`src/rtl/led_trail_pwm_pkg.sv`:
```
// Shared helpers for the LED trail PWM stage.
// PWM_MAX derivation, level width, and counter width.
package led_trail_pwm_pkg;

  // Full-scale level and frame length in cycles.
  function automatic int pwm_max(input int bits);
    return (1 << bits) - 1;
  endfunction

  // Width of a level register for a given resolution.
  function automatic int level_w(input int bits);
    return bits;
  endfunction

  // Width of a counter that runs 0..n-1 (at least 1 bit).
  function automatic int cnt_w(input int unsigned n);
    return (n > 1) ? $clog2(n) : 1;
  endfunction

endpackage

```
`src/rtl/led_pwm_channel.sv`:
```
// One LED channel: brightness level, frame-aligned shadow and PWM comparator.
// Ports: clk, rst_n, in_bit, decay_tick, load_shadow, pwm_cnt, clear -> pwm_out.
module led_pwm_channel
  import led_trail_pwm_pkg::*;
#(
  parameter int PWM_BITS   = 8,
  parameter int DECAY_STEP = 16
) (
  input  logic                clk,
  input  logic                rst_n,
  input  logic                in_bit,
  input  logic                decay_tick,
  input  logic                load_shadow,
  input  logic [PWM_BITS-1:0] pwm_cnt,
  input  logic                clear,
  output logic                pwm_out
);

  localparam int LW = level_w(PWM_BITS);
  localparam logic [LW-1:0] LMAX = LW'(pwm_max(PWM_BITS));
  localparam logic [LW-1:0] STEP = LW'(DECAY_STEP);

  logic [LW-1:0] level_q, level_d;
  logic [LW-1:0] shadow_q, shadow_d;
  logic          pwm_q, pwm_d;

  always_comb begin
    level_d  = level_q;
    shadow_d = shadow_q;
    pwm_d    = (shadow_q > pwm_cnt);
    if (clear) begin
      level_d  = '0;
      shadow_d = '0;
      pwm_d    = 1'b0;
    end else begin
      // A lit input beats a coincident decay tick.
      if (in_bit) begin
        level_d = LMAX;
      end else if (decay_tick) begin
        level_d = (int'(level_q) > DECAY_STEP)
                  ? level_q - STEP : '0;
      end
      // Shadow takes the pre-update level.
      if (load_shadow) begin
        shadow_d = level_q;
      end
    end
  end

  always_ff @(posedge clk or negedge rst_n) begin
    if (!rst_n) begin
      level_q  <= '0;
      shadow_q <= '0;
      pwm_q    <= 1'b0;
    end else begin
      level_q  <= level_d;
      shadow_q <= shadow_d;
      pwm_q    <= pwm_d;
    end
  end

  assign pwm_out = pwm_q;

endmodule

```
`src/rtl/led_trail_pwm.sv`:
```
// LED output stage: full-bright while lit, then a fading PWM trail.
// Ports: clk, rst_n, enable, led_in -> led_pwm, frame_start.
module led_trail_pwm
  import led_trail_pwm_pkg::*;
#(
  parameter int          LED_WIDTH  = 8,
  parameter int          PWM_BITS   = 8,
  parameter int unsigned DECAY_DIV  = 24'd1_000_000,
  parameter int          DECAY_STEP = 16
) (
  input  logic                 clk,
  input  logic                 rst_n,
  input  logic                 enable,
  input  logic [LED_WIDTH-1:0] led_in,
  output logic [LED_WIDTH-1:0] led_pwm,
  output logic                 frame_start
);

  localparam int DW = cnt_w(DECAY_DIV);
  localparam logic [PWM_BITS-1:0] CNT_LAST =
    PWM_BITS'(pwm_max(PWM_BITS) - 1);
  localparam logic [DW-1:0] DEC_LAST = DW'(DECAY_DIV - 1);

  logic [LED_WIDTH-1:0] led_in_q;
  logic                 run_q, run_d;
  logic [PWM_BITS-1:0]  pwm_cnt_q, pwm_cnt_d;
  logic [DW-1:0]        dec_cnt_q, dec_cnt_d;
  logic                 frame_q, frame_d;
  logic                 pwm_last;
  logic                 decay_tick;
  logic                 load_shadow;
  logic                 clear;
  logic [LED_WIDTH-1:0] pwm_w;

  assign pwm_last    = (pwm_cnt_q == CNT_LAST);
  assign decay_tick  = run_q & (dec_cnt_q == DEC_LAST);
  assign load_shadow = run_q & pwm_last;
  assign clear       = ~enable;

  // run_q marks cycles after the first enabled edge; that edge
  // restarts both counters at 0 and raises frame_start.
  always_comb begin
    run_d     = 1'b0;
    pwm_cnt_d = '0;
    dec_cnt_d = '0;
    frame_d   = 1'b0;
    if (enable) begin
      run_d = 1'b1;
      if (!run_q) begin
        frame_d = 1'b1;
      end else begin
        frame_d   = pwm_last;
        pwm_cnt_d = pwm_last ? '0
                  : pwm_cnt_q + PWM_BITS'(1);
        dec_cnt_d = (dec_cnt_q == DEC_LAST) ? '0
                  : dec_cnt_q + DW'(1);
      end
    end
  end

  always_ff @(posedge clk or negedge rst_n) begin
    if (!rst_n) begin
      led_in_q  <= '0;
      run_q     <= 1'b0;
      pwm_cnt_q <= '0;
      dec_cnt_q <= '0;
      frame_q   <= 1'b0;
    end else begin
      led_in_q  <= led_in;
      run_q     <= run_d;
      pwm_cnt_q <= pwm_cnt_d;
      dec_cnt_q <= dec_cnt_d;
      frame_q   <= frame_d;
    end
  end

  for (genvar i = 0; i < LED_WIDTH; i++) begin : gen_ch
    led_pwm_channel #(
      .PWM_BITS   (PWM_BITS),
      .DECAY_STEP (DECAY_STEP)
    ) u_ch (
      .clk         (clk),
      .rst_n       (rst_n),
      .in_bit      (led_in_q[i]),
      .decay_tick  (decay_tick),
      .load_shadow (load_shadow),
      .pwm_cnt     (pwm_cnt_q),
      .clear       (clear),
      .pwm_out     (pwm_w[i])
    );
  end

  assign led_pwm     = pwm_w;
  assign frame_start = frame_q;

endmodule

```
`config.mk`:
```
export PLATFORM = sky130hd
export DESIGN_NAME = led_trail_pwm
export DESIGN_NICKNAME = d
export VERILOG_FILES = /design/src/rtl/led_trail_pwm_pkg.sv /design/src/rtl/led_pwm_channel.sv /design/src/rtl/led_trail_pwm.sv
export SDC_FILE = /design/constraint.sdc
export NUM_CORES = 1
export LEC_CHECK = 0
export ABC_AREA = 1
export BUFFER_PORTS_ARGS = -buffer_cell sky130_fd_sc_hd__buf_2
export CORE_UTILIZATION = 40
export CTS_CLUSTER_DIAMETER = 30
export DETAILED_ROUTE_END_ITERATION = 10
export PLACE_DENSITY_LB_ADDON = 0.12
export SYNTH_ARGS = -nofsm -noshare
export SYNTH_HDL_FRONTEND = slang
export SYNTH_SLANG_ARGS = --single-unit
```
`constraint.sdc`:
```
create_clock -name clk -period 3.4 [get_ports clk]
set_input_delay 0.51 -clock clk [delete_from_list [all_inputs] [get_ports clk]]
set_output_delay 0.51 -clock clk [all_outputs]
set_load 0.01 [all_outputs]
```
==> impl_metrics.yaml, run 1 <==
detailed_routing:
  wl_um: 16560
  drtIter0Drc: 264
  drt_pass1_iterations: 5
  via_per_inst: 5.029
  drtAntennaViolNets: 0
  wl_per_cell_um: 14.22
  vias: 5859
  drc_errors: 0
power:
  p_seq_frac: 0.401
  p_sw_mw: 1.178
  irDropWorstVdd_mv: 0.3316
  p_leak_nw: 4.229
  power.total_mw: 4.236
  swShare: 0.2781
  pwr-share-clk: 0.454
  p_int_mw: 3.058
  power_density_mw_per_mm2: 501.6
  p_comb_frac: 0.145
layout:
  antenna_cells: 0
  multi_input_area_mm2: 0.003837
  drive_gt1_frac: 0.1004
  final_util: 0.4623
  final_nets: 1018
  fillers: 1795
  syn2layout_area_growth_pct: 11.66
  seq_area_mm2: 0.003153
cts:
  clkTransAtPathRegs_ns: 0.06
  root_buffer: "clkbuf_16"
  postCtsSetupRepairBufs: 0
  cts_tree: "yes"
  clockBufferDepth: 2
  post_cts_resized: 0
  htreeDepth: 4
  clkSinkCount: 126
  cts_made_buffers: 17
  cts_hold_buf: 0
  clock_latency_ns: 0.42
worst_setup_path:
  critPathKind: "reg -> reg"
  arrival_ns: 2.59
  rrSetupSlack_ns: 1.10
  critPathCapture: "gen_ch[7].u_ch.shadow_q[3]"
  r2r_cells: 9
  cp_data_required_time_ns: 3.68
  r2r-start: "pwm_cnt_q[0]"
  startpoint: "pwm_cnt_q[0]"
  start_kind: "flip-flop"
  reg2reg_to: "gen_ch[7].u_ch.shadow_q[3]"
  worstPathMaxFanout: 18
  end_kind: "flip-flop"
grt:
  grt_max_degree: 55
  grt_pass1_vias: 5626
  grt-ovfl-total: 0
  grt_pass1_wl_um: 27990
  grtUsageTotal: 0.1831
  antenna_found_initial: 0
sta:
  fin_tns_setup_ns: 0
  finClkSkew_ns: 0.009096
  setup_viol: 0
  slew_viol_final: 0
  worst_slack_ns: 1.096
  min_period_ns: 2.304
  worstMarginPinSlew_ns: 0.9088
  finalHoldViolations: 0
  rsz0062_at_grt: "false"
  post-route-period-util: 0.6775
  fmax_ghz: 0.4341
  maxSlewHeadroom: 0.3900
placed_design:
  hpwl_um: 11070
  pre_cts_ws_ns: 0.8781
  place.gp.congestion: 0.7747
  io_buffers: 19
yosys:
  syn_area_per_cell_um2: 8.339
  synthCells: 907
  synth_edf_count: 0
  yosys.area.top_type: "dfrtp_1"
  yosys-top-cells-area: "dfrtp_1 (42%), ha_1 (14%), nand2_1 (9.0%)"
  ys_ff_latch: 126
  yosys_warnings: 0
  synth_nets: 1001
  synth_flop_cell: "dfrtp_1"
  synth_cell_types: 34
  synthArstFlopShare: 1.000
  synth_area_mm2: 0.007564
  synth_top_area_frac: 0.4169
  yosysSeqAreaShare: 0.4169
die:
  io_pins: 20
  fp.coreArea_mm2: 0.01827
  dieHeight_um: 139.5
  start_util: 0.4140
  die_w_um: 139.5
  row_count: 49
  die-area_mm2: 0.01946
min_path:
  hp-class: "in -> async"
run:
  maxCapViolCount: 0
outcome:
  status: "completed"
==> through the flow <==
| step | hold WS, ns | instances | instance area [um2] |
|---|---|---|---|
| 2_1_floorplan | 0.2144 | 907 | 7564 |
| 3_3_place_gp | 0.4560 | 1134 | 7826 |
| 3_5_place_dp | 0.4593 | 1134 | 7826 |
| 4_1_cts | 0.04780 | 1165 | 8446 |
| 5_1_grt | 0.07659 | 1165 | 8446 |
| 6_report | 0.03249 | 1165 | 8446 |
==> flip-flops by register name, indices dropped and copies added (netlist names) <==
register / flops
gen_ch.u_ch.level_q: 40
gen_ch.u_ch.shadow_q: 40
led_in_q: 8
gen_ch.u_ch.pwm_out: 8
run_q: 1
pwm_cnt_q: 8
dec_cnt_q: 20
frame_start: 1
==> layer usage <==
metal,global-route usage,share of wire,vias up
met2,0.2864,0.45,80
met1,0.2541,0.51,2713
met4,0.06082,0.014,0
met3,0.03441,0.029,17
met5,0,0,-
li1,-,-,3049
==> kinds of logic (layout without fill, tap and decap cells) <==
kind of cell    Yosys count  in the layout  synth area share
simple gates            391            391            0.2273
flops                   126            126            0.4169
fa+ha+maj                83             83            0.1373
compound gates          154            154            0.1173
buf+inv                 131            160           0.07576
xor+xnor                 22             22           0.02548
==> how the worst min path moves through the flow <==
stage,start,to,slack (ns),cells after the start
floorplan,rst_n,dec_cnt_q[0],0.21,0
global placement,dec_cnt_q[0],dec_cnt_q[0],0.46,1
detailed placement,gen_ch[2].u_ch.level_q[2],gen_ch[2].u_ch.level_q[2],0.46,2
CTS,rst_n,dec_cnt_q[0],0.05,1
global route,rst_n,dec_cnt_q[0],0.08,1
finish,rst_n,dec_cnt_q[0],0.03,1
==> power groups by stage <==
stage	clock network [mW]	registers, mW	logic, mW
finish	1.92	1.70	0.615
global route	2.04	1.72	0.724
CTS	1.97	1.70	0.623
detailed placement	0	1.72	0.616
global placement	0	1.72	0.615
floorplan	0	1.70	0.468
==> layout make-up <==
type / instances / area share
Tap cell: 229 / 0.03393
Timing Repair Buffer: 25 / 0.01881
Inverter: 104 / 0.04622
Clock inverter: 14 / 0.02296
Multi-Input combinational cell: 650 / 0.4544
Sequential cell: 126 / 0.3733
Clock buffer: 17 / 0.05037
==> cell usage in the layout (no fill, tap or decap), drive strengths merged, types with 4 or more instances in the layout <==
cell type	n
o22ai	7
nor2	86
a211oi	6
clkinv	8
nand2	185
nor3	15
inv	104
clkbuf	17
dfrtp	126
a21oi	41
ha	83
xnor2	8
bufinv	4
nand4	20
or2	6
xor2	14
nand3	75
buf	25
o21ai	100
==> critical path: stages, from the launching register on <==
cell and delay, ns:
dfrtp_1 0.68, inv_1 0.13, ha_1 0.22, inv_1 0.05
nor2_1 0.03, and2_1 0.22, nand2_2 0.34, nand2_2 0.30
nand2_1 0.12, o21ai_0 0.08
==> synth_stat cells (2+ instances only) <==
library cell,n
a211oi_1,6
a21oi_1,41
buf_1,3
buf_2,8
buf_4,9
buf_6,5
clkbuf_1,2
dfrtp_1,126
ha_1,83
inv_1,102
nand2_1,181
nand2_2,3
nand3_1,73
nand3_2,2
nand3b_1,2
nand4_1,19
nor2_1,84
nor3_1,13
nor3_2,2
o21ai_0,86
o21ai_2,13
o22ai_2,7
or2_2,6
xnor2_1,8
xor2_1,14
Note: power is estimated with default switching activity, not from simulation.
==> inputs of run 2 (changes only) <==
Settings changed: ABC_AREA 1 to 0.
Clock period 3.4 ns to 2.3 ns, I/O delays scaled along.
==> impl_metrics.yaml, run 2 <==
detailed_routing:
  drt_pass1_iterations: 5
  drc_errors: 0
  drtIter0Drc: 274
  wl_um: 15850
  wl_per_cell_um: 17.08
  drtAntennaViolNets: 0
  vias: 5090
  via_per_inst: 5.485
die:
  io_pins: 20
  row_count: 48
  dieHeight_um: 135.3
  die_w_um: 135.3
  start_util: 0.4108
  fp.coreArea_mm2: 0.01730
  die-area_mm2: 0.01830
worst_setup_path:
  r2r-start: "dec_cnt_q[11]"
  arrival_ns: 2.36
  path_cells: "nor4b_1 -> and4b_1 -> and3_1 -> buf_4 -> nor2_1 -> o31a_1"
  start_kind: "flip-flop"
  cp_slowest_stage_delay_ns: 0.41
  startpoint: "dec_cnt_q[11]"
  end_kind: "flip-flop"
  cp_data_required_time_ns: 2.60
  critPathKind: "reg -> reg"
  worstPathMaxFanout: 12
  crit_slowest_cell: "dfrtp_1"
sta:
  maxSlewHeadroom: 0.6208
  fmax_ghz: 0.4851
  fin_tns_setup_ns: 0
  slew_viol_final: 0
  finClkSkew_ns: 0.009375
  setup_viol: 0
  rsz0062_at_grt: "false"
  finalHoldViolations: 0
  post-route-period-util: 0.8962
  min_period_ns: 2.061
  worstMarginPinSlew_ns: 0.5689
layout:
  final_nets: 784
  final_util: 0.4673
  final_common_cell: "dfrtp_1"
  syn2layout_area_growth_pct: 13.75
  final_cell_mix: "dfrtp_1 (126), ha_1 (83), nor2_1 (52)"
  largestRegisters: "gen_ch.u_ch.level_q (40), gen_ch.u_ch.shadow_q (40), dec_cnt_q (20)"
  antenna_cells: 0
  drive_gt1_frac: 0.09673
  fillers: 1625
power:
  irDropWorstVdd_mv: 0.4924
  p_leak_nw: 3.912
  power_density_mw_per_mm2: 708.3
yosys:
  syn_area_per_cell_um2: 10.62
  synthMostInstantiatedCell: "dfrtp_1"
  yosys-top-cells-area: "dfrtp_1 (44%), ha_1 (15%), a22o_1 (4.8%)"
  yosys.area.top_type: "dfrtp_1"
  synth_nets: 763
  synthArstFlopShare: 1.000
  yosys_warnings: 0
  synth_cell_types: 39
  synth_flop_cell: "dfrtp_1"
  synth_area_mm2: 0.007106
  synthCells: 669
  synth_edf_count: 0
  yosysSeqAreaShare: 0.4437
  netlist_top_cells_count: "dfrtp_1 (126), ha_1 (83), nor2_1 (53), inv_1 (50), a22o_1 (39)"
  ys_ff_latch: 126
  synth_top_area_frac: 0.4437
cts:
  cts_made_buffers: 17
  clockBufferDepth: 2
  htreeDepth: 4
  clock_latency_ns: 0.42
  clkTransAtPathRegs_ns: 0.06
  post_cts_resized: 0
  clkSinkCount: 126
  cts_tree: "yes"
  root_buffer: "clkbuf_16"
grt:
  grt_pass1_wl_um: 26650
  grt-ovfl-total: 0
  antenna_found_initial: 0
  grt_pass1_vias: 5125
  grt_max_degree: 57
  grtUsageTotal: 0.1908
run:
  maxCapViolCount: 0
placed_design:
  place.gp.congestion: 0.8258
  io_buffers: 19
  hpwl_um: 11230
outcome:
  status: "completed"
min_path:
  hp-class: "in -> reg"
  holdCritStartpoint: "led_in[7]"
## run 2: changes by cell type in the layout (fill, tap and decap cells not counted), moves of 9 or more
| cell | delta |
|---|---|
| nand2_1 | -174 |
| o21ai_0 | -68 |
| nand3_1 | -56 |
| inv_1 | -52 |
| a22o_1 | +39 |
| nor2_1 | -32 |
| a21o_1 | +25 |
| a21oi_1 | -24 |
| o21a_1 | +24 |
| nor2b_1 | +17 |
| o21ai_2 | -13 |
| a21boi_0 | +9 |
## run 2: logic make-up after synthesis
group	Yosys count	share of synthesized area
DFF	126	0.4437
AOI/OAI and AO/OA	188	0.1974
xor gates and xnor gates	23	0.02835
adders and majority gates	83	0.1462
buffers and inverters	82	0.05547
muxes	8	0.01127
and+or+nand+nor	159	0.1176
## run 2: cell type report
cell class,count,area [um2],area share
clock inverters,10,183.9,0.02276
flip-flops and latches,126,3153,0.3901
multi-input cells,461,3561,0.4406
inverters,50,187.7,0.02322
clock buffers,22,474.2,0.05867
repair buffers,34,241.5,0.02988
well taps,225,281.5,0.03483
## run 2: where the power goes
group / switching [mW] / total [mW] / internal [mW]
Sequential: 0.0847 / 2.37 / 2.29
Clock: 0.980 / 2.99 / 2.01
Combinational: 0.218 / 0.368 / 0.150
Total: 1.28 / 5.73 / 4.44
## run 2: worst paths after layout
path | end | slack (ns) | depth (start not counted)
worst max-delay path | gen_ch[7].u_ch.level_q[4] | 0.24 | 6
worst min-delay path | led_in_q[7] | 0.03 | 1
worst max register to register | gen_ch[7].u_ch.level_q[4] | 0.24 | 6
worst min register to register | gen_ch[2].u_ch.shadow_q[6] | 0.51 | 1
max in group asynchronous | gen_ch[3].u_ch.level_q[5] | 1.15 | 3
min in group asynchronous | gen_ch[4].u_ch.level_q[2] | 0.44 | 2
## run 2: what timing repair did
action                                  CTS  global route
setup buffers                             0             0
endpoints found under the setup margin    0             0
hold buffers                              1             0
endpoints found under the hold margin    52             0
## run 2: per-stage QoR
step | cells | cell area [um2] | setup slack, ns | power (mW) | hold slack (ns)
global placement | 895 | 7415 | 0.3186 | 2.764 | 0.3540
global route | 928 | 8083 | 0.08505 | 5.970 | 0.01045
floorplan | 669 | 7106 | 0.5954 | 2.629 | 0.04941
CTS | 928 | 8083 | 0.2246 | 5.799 | 0.01320
detailed placement | 895 | 7415 | 0.2257 | 2.781 | 0.3607
finish | 928 | 8083 | 0.2387 | 5.725 | 0.03193
## run 2: routing by layer
layer / global-route usage / wire length [um]
met5: 0 / 0
met1: 0.2576 / 7742
met2: 0.3040 / 7444
met4: 0.06429 / 197
met3: 0.03966 / 469
## run 2: critical path, delay by kind of cell, from the launching register on
family                 cells  cell delay [ns]
AO/OA/AOI/OAI              1             0.26
buffers and inverters      1             0.25
flip-flops                 1             0.41
AND/OR/NAND/NOR            4             1.01
